$ cat config.mk
export PLATFORM = sky130hd
export DESIGN_NAME = uart_reporte_tiempo
export DESIGN_NICKNAME = d
export VERILOG_FILES = /design/src/rtl/uart_reporte_tiempo.sv
export SDC_FILE = /design/constraint.sdc
export NUM_CORES = 1
export LEC_CHECK = 0
export ABC_AREA = 1
export BUFFER_PORTS_ARGS = -buffer_cell sky130_fd_sc_hd__buf_4
export CAP_MARGIN = 20
export CORE_MARGIN = 3
export CORE_UTILIZATION = 55
export CTS_BUF_LIST = sky130_fd_sc_hd__clkbuf_4 sky130_fd_sc_hd__clkbuf_8
export CTS_CLUSTER_SIZE = 30
export DETAILED_ROUTE_END_ITERATION = 16
export PLACE_DENSITY = 0.79
export SYNTH_ARGS = -nofsm -noshare
export SYNTH_HDL_FRONTEND = slang
export SYNTH_SLANG_ARGS = --single-unit
$ cat constraint.sdc
create_clock -name clk -period 3 [get_ports clk]
set_input_delay 0.6 -clock clk [delete_from_list [all_inputs] [get_ports clk]]
set_output_delay 0.6 -clock clk [all_outputs]
set_load 0.1 [all_outputs]
$ cat src/rtl/uart_reporte_tiempo.sv
// uart_reporte_tiempo: on a start_in rising edge, latches a 7-digit BCD time and
// sends "T=MM:SS.mmm\r\n" over UART 8N1, reporting busy/done to the controller.
module uart_reporte_tiempo #(
    parameter int CLK_FREQ     = 25_000_000,
    parameter int BAUD         = 115200,
    parameter int CLKS_PER_BIT = CLK_FREQ / BAUD
) (
    input  logic        clk,
    input  logic        reset_global,
    input  logic        start_in,
    input  logic [27:0] tiempo_bcd_in,
    output logic        tx_out,
    output logic        busy_out,
    output logic        done_out
);
    localparam int CNT_W = $clog2(CLKS_PER_BIT + 1);

    typedef enum logic [1:0] {S_IDLE, S_START, S_DATA, S_STOP} state_t;

    state_t           r_state, w_next;
    logic [CNT_W-1:0] r_cnt;
    logic [2:0]       r_bit;
    logic [3:0]       r_byte;
    logic [27:0]      r_tiempo;
    logic             r_start_prev, r_done;
    logic             w_trig, w_tick, w_last;
    logic [7:0]       w_char;

    // Non-decimal nibbles are flagged as '?' instead of producing odd ASCII.
    function automatic logic [7:0] digit(input logic [3:0] d);
        return (d > 4'd9) ? 8'h3F : {4'h3, d};
    endfunction

    assign w_trig   = start_in & ~r_start_prev;
    assign w_tick   = r_cnt == CNT_W'(CLKS_PER_BIT - 1);
    assign w_last   = r_byte == 4'd12;
    assign busy_out = r_state != S_IDLE;
    assign done_out = r_done;

    always_comb begin
        w_char = 8'h0A;
        case (r_byte)
            4'd0:    w_char = 8'h54;
            4'd1:    w_char = 8'h3D;
            4'd2:    w_char = digit(r_tiempo[27:24]);
            4'd3:    w_char = digit(r_tiempo[23:20]);
            4'd4:    w_char = 8'h3A;
            4'd5:    w_char = digit(r_tiempo[19:16]);
            4'd6:    w_char = digit(r_tiempo[15:12]);
            4'd7:    w_char = 8'h2E;
            4'd8:    w_char = digit(r_tiempo[11:8]);
            4'd9:    w_char = digit(r_tiempo[7:4]);
            4'd10:   w_char = digit(r_tiempo[3:0]);
            4'd11:   w_char = 8'h0D;
            default: w_char = 8'h0A;
        endcase
    end

    // Edge register resets high so a request already asserted at release is ignored.
    always_ff @(posedge clk or negedge reset_global) begin
        if (!reset_global) begin
            r_state      <= S_IDLE;
            r_cnt        <= '0;
            r_bit        <= '0;
            r_byte       <= '0;
            r_tiempo     <= '0;
            r_start_prev <= 1'b1;
            r_done       <= 1'b0;
        end else begin
            r_start_prev <= start_in;
            r_state      <= w_next;
            r_done       <= (r_state == S_STOP) && w_tick && w_last;
            r_cnt        <= (r_state == S_IDLE || w_tick) ? '0 : r_cnt + 1'b1;
            if (r_state == S_DATA && w_tick)
                r_bit <= r_bit + 1'b1;
            if (r_state == S_IDLE && w_trig) begin
                r_tiempo <= tiempo_bcd_in;
                r_byte   <= '0;
            end else if (r_state == S_STOP && w_tick && !w_last) begin
                r_byte <= r_byte + 1'b1;
            end
        end
    end

    always_comb begin
        w_next = r_state;
        tx_out = 1'b1;
        case (r_state)
            S_IDLE:  w_next = w_trig ? S_START : S_IDLE;
            S_START: begin
                tx_out = 1'b0;
                w_next = w_tick ? S_DATA : S_START;
            end
            S_DATA:  begin
                tx_out = w_char[r_bit];
                w_next = (w_tick && r_bit == 3'd7) ? S_STOP : S_DATA;
            end
            S_STOP:  w_next = w_tick ? (w_last ? S_IDLE : S_START) : S_STOP;
            default: w_next = S_IDLE;
        endcase
    end
endmodule

# Yosys cells after proc, flatten, opt, wreduce, memory -nomap -nowiden
# Cells that the tools add are included.
# totals
regBits,47
out_inout_bits,3
word_cells,69
# op_classes
addsub,3
n_lt_le_gt_ge,8
eq_ne,17
mux,20
bitwise_logic,2
reduce_logical,12
# ops
cell,count
7-bit one-hot mux with 12 select lines,1
4-bit 2-to-1 mux,9
"4-bit greater-than comparator, second input constant",7
"4-bit equality test, second input constant",5
"4-bit by 3-bit equality test with 1-bit output, second input constant",4
"8-bit by 1-bit adder with 8-bit output, second input constant",1
"4-bit by 2-bit equality test with 1-bit output, second input constant",2
"8-bit equality test, second input constant",1
8-bit 2-to-1 mux,1
2-bit one-hot mux with 4 select lines,1
1-bit logical AND,6
"4-bit by 1-bit adder with 4-bit output, second input constant",1
"2-bit equality test, second input constant",2
"4-bit by 1-bit equality test with 1-bit output, second input constant",1
4-bit logical NOT,1
"3-bit by 4-bit < comparator with 1-bit output, second input constant",1
1-bit 2-to-1 mux,4
2-bit 2-to-1 mux,2
2-bit nonzero test,2
"3-bit by 1-bit adder with 3-bit output, second input constant",1
1-bit binary-select mux with 3-bit select,1
"3-bit equality test, second input constant",1
"2-bit by 1-bit equality test with 1-bit output, second input constant",1
2-bit logical NOT,1
other kinds (5),5

# Longest topological paths before layout
# Gate-level depths: netlist of the first run.
# logic_depth
depth_word,6
ltp_mapped,14
ltp_nobuf,14

# Worst setup path after synthesis of the first run
# Ideal clock, no wire load.
# synth_timing
kind,flip-flop to output port
start,reg r_byte[0]
end,out tx_out
t_arrival_ns,2.839
required_time_ns,2.400
slack_ns,-0.439
path_stages_with_launch,15
n_path_buf,0
cell_sequence,dfrtp_1 > inv_1 > ha_1 > clkinv_1 > nor2_2 > nand2_1 > nand2_1 > nor2_1 > nand2_1 > nand2_1 > nand2_1 > nand2_1 > nand2_1 > nand2_1 > a21oi_1
# synth_via
elab_chain_len,5
# synth_lines
item,line,rtl
from (decl),23,logic [3:0] r_byte;
from (signal assigned),80,r_byte <= r_byte + 1'b1;
"4-bit equality test, or another cell as far along",42,case (r_byte)
7-bit one-hot mux with 12 select lines *,42,
1-bit binary-select mux with 3-bit select *,95,tx_out = w_char[r_bit];
1-bit 2-to-1 mux (not written as such) *,95,
1-bit one-hot mux with 2 select lines *,88,case (r_state)
to (decl),12,"output logic tx_out,"
# Mark *: on every way between the ends. The rest lies on a longest branch, timed or not. The select of a mux whose other input is x is not followed.

# Final worst setup path of the first run
# layout_timing
start,reg r_byte[1]
end,out tx_out
# The elaborated chain is that of the path after synthesis.

==> results of run 1 <==
## report_power, final
group          internal (mW)  leakage [nW]  total [mW]  switching [mW]
registers              0.656         0.571       0.673          0.0169
logic                 0.0456          1.01      0.0912          0.0455
clock network          0.182        0.0491       0.384           0.202
total                  0.883          1.63        1.15           0.264
## cell usage in the layout, fill, tap and decap left out, drive strengths merged
cell type / count
dfrtp: 46
nor3: 8
a21boi: 1
o31ai: 1
dfstp: 1
nor4: 1
o21ai: 31
nor2: 36
clkinv: 2
xor2: 2
nor3b: 3
nand3: 13
buf: 34
inv: 43
ha: 8
a21o: 7
nand4: 5
nand2: 132
a21oi: 10
o2111ai: 2
clkbuf: 7
## cells by family (layout without fill, tap and decap cells)
| kind of cell | count (synthesis) | in the layout |
|---|---|---|
| DFF | 47 | 47 |
| AOI/OAI and AO/OA | 52 | 52 |
| and+or+nand+nor | 198 | 198 |
| xor gates and xnor gates | 2 | 2 |
| buffers and inverters | 51 | 86 |
| adders and majority gates | 8 | 8 |
## worst max-delay path by stage
stage	start	endpoint	cells past startpoint
after floorplan	r_byte[0]$_DFFE_PN0P_	tx_out	14
after global placement	r_byte[0]$_DFFE_PN0P_	tx_out	15
after detailed placement	r_byte[0]$_DFFE_PN0P_	tx_out	15
after CTS	r_byte[0]$_DFFE_PN0P_	tx_out	15
after global routing	r_byte[0]$_DFFE_PN0P_	tx_out	15
final	r_byte[1]$_DFFE_PN0P_	tx_out	15
## state kept, by name, indices dropped and copies added (netlist names)
name / cells
done_out: 1
r_bit: 3
r_byte: 4
r_cnt: 8
r_start_prev: 1
r_state: 2
r_tiempo: 28
## cell type report
type | count | share of cell area (%)
Multi-Input combinational cell | 260 | 42.4
Sequential cell | 47 | 38.4
Timing Repair Buffer | 34 | 8.57
Inverter | 44 | 5.63
Clock buffer | 7 | 2.73
Tap cell | 52 | 2.12
Clock inverter | 1 | 0.163
## repair_timing
item / 4_1_cts / 5_1_grt
gates resized for setup: 0 / 8
endpoints found under the setup margin: 0 / 1
hold buffers: 0 / 0
hold endpoints to repair: 0 / 0
## routing by layer
layer | global-route usage, % | wire, µm | vias up | part of all wire (%)
met3 | 3.96 | 203 | 7 | 3.5
met1 | 30.4 | 2720 | 1072 | 47
met2 | 36.6 | 2740 | 45 | 48
met5 | 0 | 0 | - | 0
li1 | - | - | 1201 | -
met4 | 6.02 | 65 | 0 | 1.1
==> flow_metrics.py, run 1 <==
metrics = {
    "sta": {
        "min_period_ns": 2.82,
        "setup_viol": 0,
        "finalHoldViolCount": 0,
        "worst_pin_slew_ns": 0.576,
        "slew_headroom_pct": 61.6,
        "post-route-period-util_pct": 94.0,
        "drv_slew": 0,
        "layout_setup_ws_ns": 0.181,
        "rsz0062_at_grt": "no",
        "tns_ns": 0,
        "fin_skew_ns": 0.00689,
        "whs_ns": 0.290,
        "max_freq_mhz": 355,
    },
    "pwr": {
        "p_leak_nw": 1.63,
        "vdd_drop_max_v": 0.000254,
        "finalPower_mw": 1.15,
        "power_per_cell_area_nw_per_um2": 374,
    },
    "synthesis": {
        "ys_types": 32,
        "synth_top_area_share_pct": 43.1,
        "synth-edff-count": 0,
        "yosysWarnings": 0,
        "synthTopCellsByArea": "dfrtp_1 (43%), nand2_1 (18%), inv_1 (4.8%)",
        "synth_xor_area_share_pct": 0.656,
        "netlist_area_um2": 2670,
        "ys_top_cells_by_count": "nand2_1 (128), dfrtp_1 (46), inv_1 (34), nor2_1 (30), o21ai_1 (16)",
        "synth-main-ff-cell": "dfrtp_1",
        "ys_seq_area_share_pct": 44.1,
        "synth.most_common_cell": "nand2_1",
        "syn_area_per_cell_um2": 7.45,
        "syn-num-nets": 397,
        "synth_top_family_by_area": "simple AND/OR/NAND/NOR gates",
        "async_flop_share_pct": 100,
        "synth-compound-area-share_pct": 10.9,
        "synthMuxAreaShare_pct": 0,
        "yosys.area_share.simple_pct": 32.5,
        "synth-seq-cells": 47,
        "synthCells": 358,
        "yosysTopAreaCell": "dfrtp_1",
        "yosys.area_share.adder_pct": 3.75,
    },
    "setup_path": {
        "end_kind": "output port",
        "r2r_cells": 8,
        "critPathBufInv": 3,
        "r2r-start": "r_byte[1]$_DFFE_PN0P_",
        "crit_arrival_ns": 2.22,
        "critPathSlowestCell": "dfrtp_1",
        "cp_cell_sequence": "inv_1, ha_1, inv_2, nor2_2, nand2_1, nand2_1, nor2_1, nand2_1, nand2_1, nand2_1, nand2_1, nand2_1, nand2_1, a21oi_2, buf_8",
        "cp_max_fo": 5,
        "crit_path_start_kind": "flop",
        "reg2reg_to": "r_byte[0]$_DFFE_PN0P_",
        "crit_required_ns": 2.40,
        "crit_top_cell": "nand2_1",
        "crit_type": "flop to output port",
        "cpPeakStageDelay_ns": 0.42,
        "rrSetupSlack_ns": 1.39,
        "crit_family": "simple AND/OR/NAND/NOR gates",
    },
    "clocking": {
        "post_cts_buffers": 0,
        "cts_max_path_buffers": 2,
        "cts_buffers": 5,
        "clk_pin_slew_ns": 0.09,
        "clk_latency_ns": 0.30,
        "htreeDepth": 2,
        "cts_root_buffer": "clkbuf_8",
        "cts_tree": "done",
        "cts.sinks": 47,
    },
    "route": {
        "via_per_inst": 5.22,
        "wl_per_cell_um": 12.9,
        "ant_nets": 0,
        "post-route-drc-count": 0,
        "wl_um": 5730,
        "num_vias": 2325,
        "drtIter0Drc": 151,
        "drt_pass1_iterations": 4,
    },
    "final_layout": {
        "area_growth_syn_to_layout_pct": 14.9,
        "drive_gt1_share_pct": 17.8,
        "finalNetCount": 431,
        "utilization_pct": 68.1,
        "fin_area_um2": 3070,
        "final_cells": 445,
        "multi_input_area_um2": 1300,
        "fill_cells": 409,
        "ff_latch_area_um2": 1180,
        "n_antenna_cell": 0,
    },
    "grt": {
        "grt_use_total_pct": 22.3,
        "antenna_found_initial": 0,
        "grt_max_degree": 48,
        "grt_pass1_vias": 2206,
        "overflow": 0,
        "grt_first_pass_wirelength_um": 9750,
    },
    "place": {
        "io_buffers": 33,
        "place_hpwl_um": 4310,
        "dpl.cell_count": 437,
        "pre_cts_ws_ns": 0.371,
        "postPlaceCellArea_um2": 2950,
        "gp_congestion": 0.963,
    },
    "hold_path": {
        "hp-class": "input port to async pin",
    },
    "status": {
        "outcome": "completed",
    },
    "job": {
        "drv_cap": 0,
    },
    "floorplanning": {
        "dieWidth_um": 75.7,
        "die-area_um2": 5720,
        "core_area_um2": 4500,
        "die_h_um": 75.7,
        "io_pins": 34,
        "start_util_pct": 59.3,
        "row_count": 24,
    },
}
No activity file was read; power rests on OpenSTA's default activity.
==> inputs of run 2 (changes only) <==
Settings changed: RECOVER_POWER set to 100.
==> run 2 against run 1 <==
Against the previous run: the run now ends with max-capacitance violations, max-slew violations left; clock power hardly changed; largest cell class unchanged; combinational power is 3.3% lower; die area stayed put; clock-buffer cell count stayed put; global-route usage stayed put; highest routed layer unchanged; first-iteration DRC count is 1.3% lower; wire length is 0.17% higher.
==> flow_metrics.py, run 2 (synthesis results as in run 1) <==
metrics = {
    "final_layout": {
        "largest_reg_flops": 28,
        "final_cells": 445,
        "finalNetCount": 431,
        "layout_common_cells": "nand2_1 (129), dfrtp_1 (46), inv_1 (36)",
        "ff_latch_area_um2": 1180,
        "largestRegisters": "r_tiempo x28, r_cnt x8, r_byte x4",
        "utilization_pct": 67.1,
        "top_register": "r_tiempo",
        "n_antenna_cell": 0,
        "drive_gt1_share_pct": 15.3,
        "multi_input_area_um2": 1270,
        "area_growth_syn_to_layout_pct": 13.2,
        "fill_cells": 422,
        "layout_commonest_cell": "nand2_1",
    },
    "floorplanning": {
        "die_h_um": 75.7,
        "row_count": 24,
        "io_pins": 34,
        "core_area_um2": 4500,
        "start_util_pct": 59.3,
        "die-area_um2": 5720,
        "dieWidth_um": 75.7,
    },
    "clocking": {
        "cts_max_path_buffers": 2,
        "cts_tree": "done",
        "cts.sinks": 47,
        "cts_root_buffer": "clkbuf_8",
        "clk_pin_slew_ns": 0.08,
        "cts_buffers": 5,
        "clk_latency_ns": 0.30,
        "post_cts_buffers": 0,
        "htreeDepth": 2,
    },
    "sta": {
        "rsz0062_at_grt": "no",
        "layout_setup_ws_ns": 0.181,
        "setup_viol": 0,
        "finalHoldViolCount": 0,
        "fin_skew_ns": 0.00680,
        "worst_pin_slew_ns": 1.55,
        "tns_ns": 0,
        "max_freq_mhz": 355,
        "min_period_ns": 2.82,
        "drv_slew": 44,
        "slew_headroom_pct": -3.41,
        "post-route-period-util_pct": 94.0,
    },
    "place": {
        "dpl.cell_count": 437,
        "io_buffers": 33,
        "place_hpwl_um": 4310,
        "pre_cts_ws_ns": 0.371,
        "gp_congestion": 0.963,
    },
    "route": {
        "drt_pass1_iterations": 4,
        "via_per_inst": 5.24,
        "wl_per_cell_um": 12.9,
        "ant_nets": 0,
        "drtIter0Drc": 149,
        "wl_um": 5740,
        "post-route-drc-count": 0,
        "num_vias": 2330,
    },
    "grt": {
        "grt_pass1_vias": 2206,
        "overflow": 0,
        "antenna_found_initial": 0,
        "grt_first_pass_wirelength_um": 9750,
        "grt_max_degree": 48,
        "grt_use_total_pct": 22.3,
    },
    "setup_path": {
        "end_kind": "output port",
        "crit_arrival_ns": 2.22,
        "cp_max_fo": 5,
        "crit_required_ns": 2.40,
        "crit_type": "flop to output port",
        "crit_path_start_kind": "flop",
    },
    "job": {
        "drv_cap": 1,
    },
    "hold_path": {
        "hp-class": "input port to flop",
    },
    "pwr": {
        "p_leak_nw": 1.61,
        "vdd_drop_max_v": 0.000253,
        "power_per_cell_area_nw_per_um2": 379,
    },
    "status": {
        "outcome": "finished, violations left",
        "failed_checks": "max-capacitance violations, max-slew violations",
    },
}
run 2: cell count changes in the layout (fill, tap and decap cells not counted):
cell      previous run  this run
buf_4               33        28
buf_6                0         1
inv_1               33        36
inv_2                8         5
clkbuf_1             0         4
o21ai_1             16         4
clkbuf_2             0         1
nor3_4               2         0
nand2_2              3         2
nand2_1            128       129
buf_8                1         0
nor3_1               5         7
o21ai_0             15        27
run 2: final timing paths:
kind,start,end,slack (ns),cells past startpoint
min in group asynchronous,reset_global,r_cnt[6]$_DFF_PN0_,0.51,1
max in group asynchronous,reset_global,r_tiempo[6]$_DFFE_PN0P_,1.80,1
setup / recovery,r_byte[0]$_DFFE_PN0P_,tx_out,0.18,15
hold / removal,start_in,r_start_prev$_DFF_PN1_,0.40,1
setup reg to reg,r_state[0]$_DFF_PN0_,r_tiempo[8]$_DFFE_PN0P_,0.58,5
hold reg to reg,r_cnt[0]$_DFF_PN0_,r_cnt[0]$_DFF_PN0_,0.50,1
run 2: metrics by stage:
| stage | cell area, µm² | total power, mW | hold WS [ns] |
|---|---|---|---|
| after floorplan | 2670 | 0.721 | 0.304 |
| final | 3020 | 1.14 | 0.399 |
| after global routing | 3020 | 1.20 | 0.391 |
| after CTS | 3040 | 1.16 | 0.311 |
| after detailed placement | 2950 | 0.776 | 0.487 |
| after global placement | 2950 | 0.774 | 0.481 |
run 2: routing by layer:
metal | share of wire, % | GRT usage [%] | vias to the layer above
met5 | 0 | 0 | -
met4 | 1.1 | 6.02 | 0
met3 | 4.6 | 3.96 | 7
met2 | 48 | 36.6 | 52
met1 | 47 | 30.4 | 1072
li1 | - | - | 1199
run 2: power by group:
part | internal, mW | leakage (nW) | switching (mW) | total (mW)
Clock | 0.182 | 0.0491 | 0.201 | 0.383
Sequential | 0.656 | 0.571 | 0.0164 | 0.672
Combinational | 0.0436 | 0.988 | 0.0446 | 0.0882
Total | 0.881 | 1.61 | 0.262 | 1.14
run 2: area by class of cell:
| cell class | instances | area share [%] |
|---|---|---|
| multi-input combinational | 260 | 42.2 |
| sequential | 47 | 39.0 |
| timing repair buffer | 34 | 8.00 |
| inverter | 44 | 5.72 |
| clock buffer | 7 | 2.78 |
| tap | 52 | 2.15 |
| clock inverter | 1 | 0.166 |
run 2: critical path: stages (launching register included):
cell	delay [ns]
dfrtp_1	0.43
inv_2	0.12
ha_2	0.24
inv_1	0.11
nor2_2	0.15
nand2_1	0.07
nand2_1	0.06
nor2_1	0.04
nand2_1	0.08
nand2_1	0.05
nand2_1	0.05
nand2_1	0.04
nand2_1	0.06
nand2_1	0.06
a21oi_2	0.12
buf_6	0.23
run 2: timing repair:
item / 4_1_cts / 5_1_grt
endpoints found under the setup margin: 0 / 1
hold buffers: 0 / 0
gates resized for setup: 0 / 8
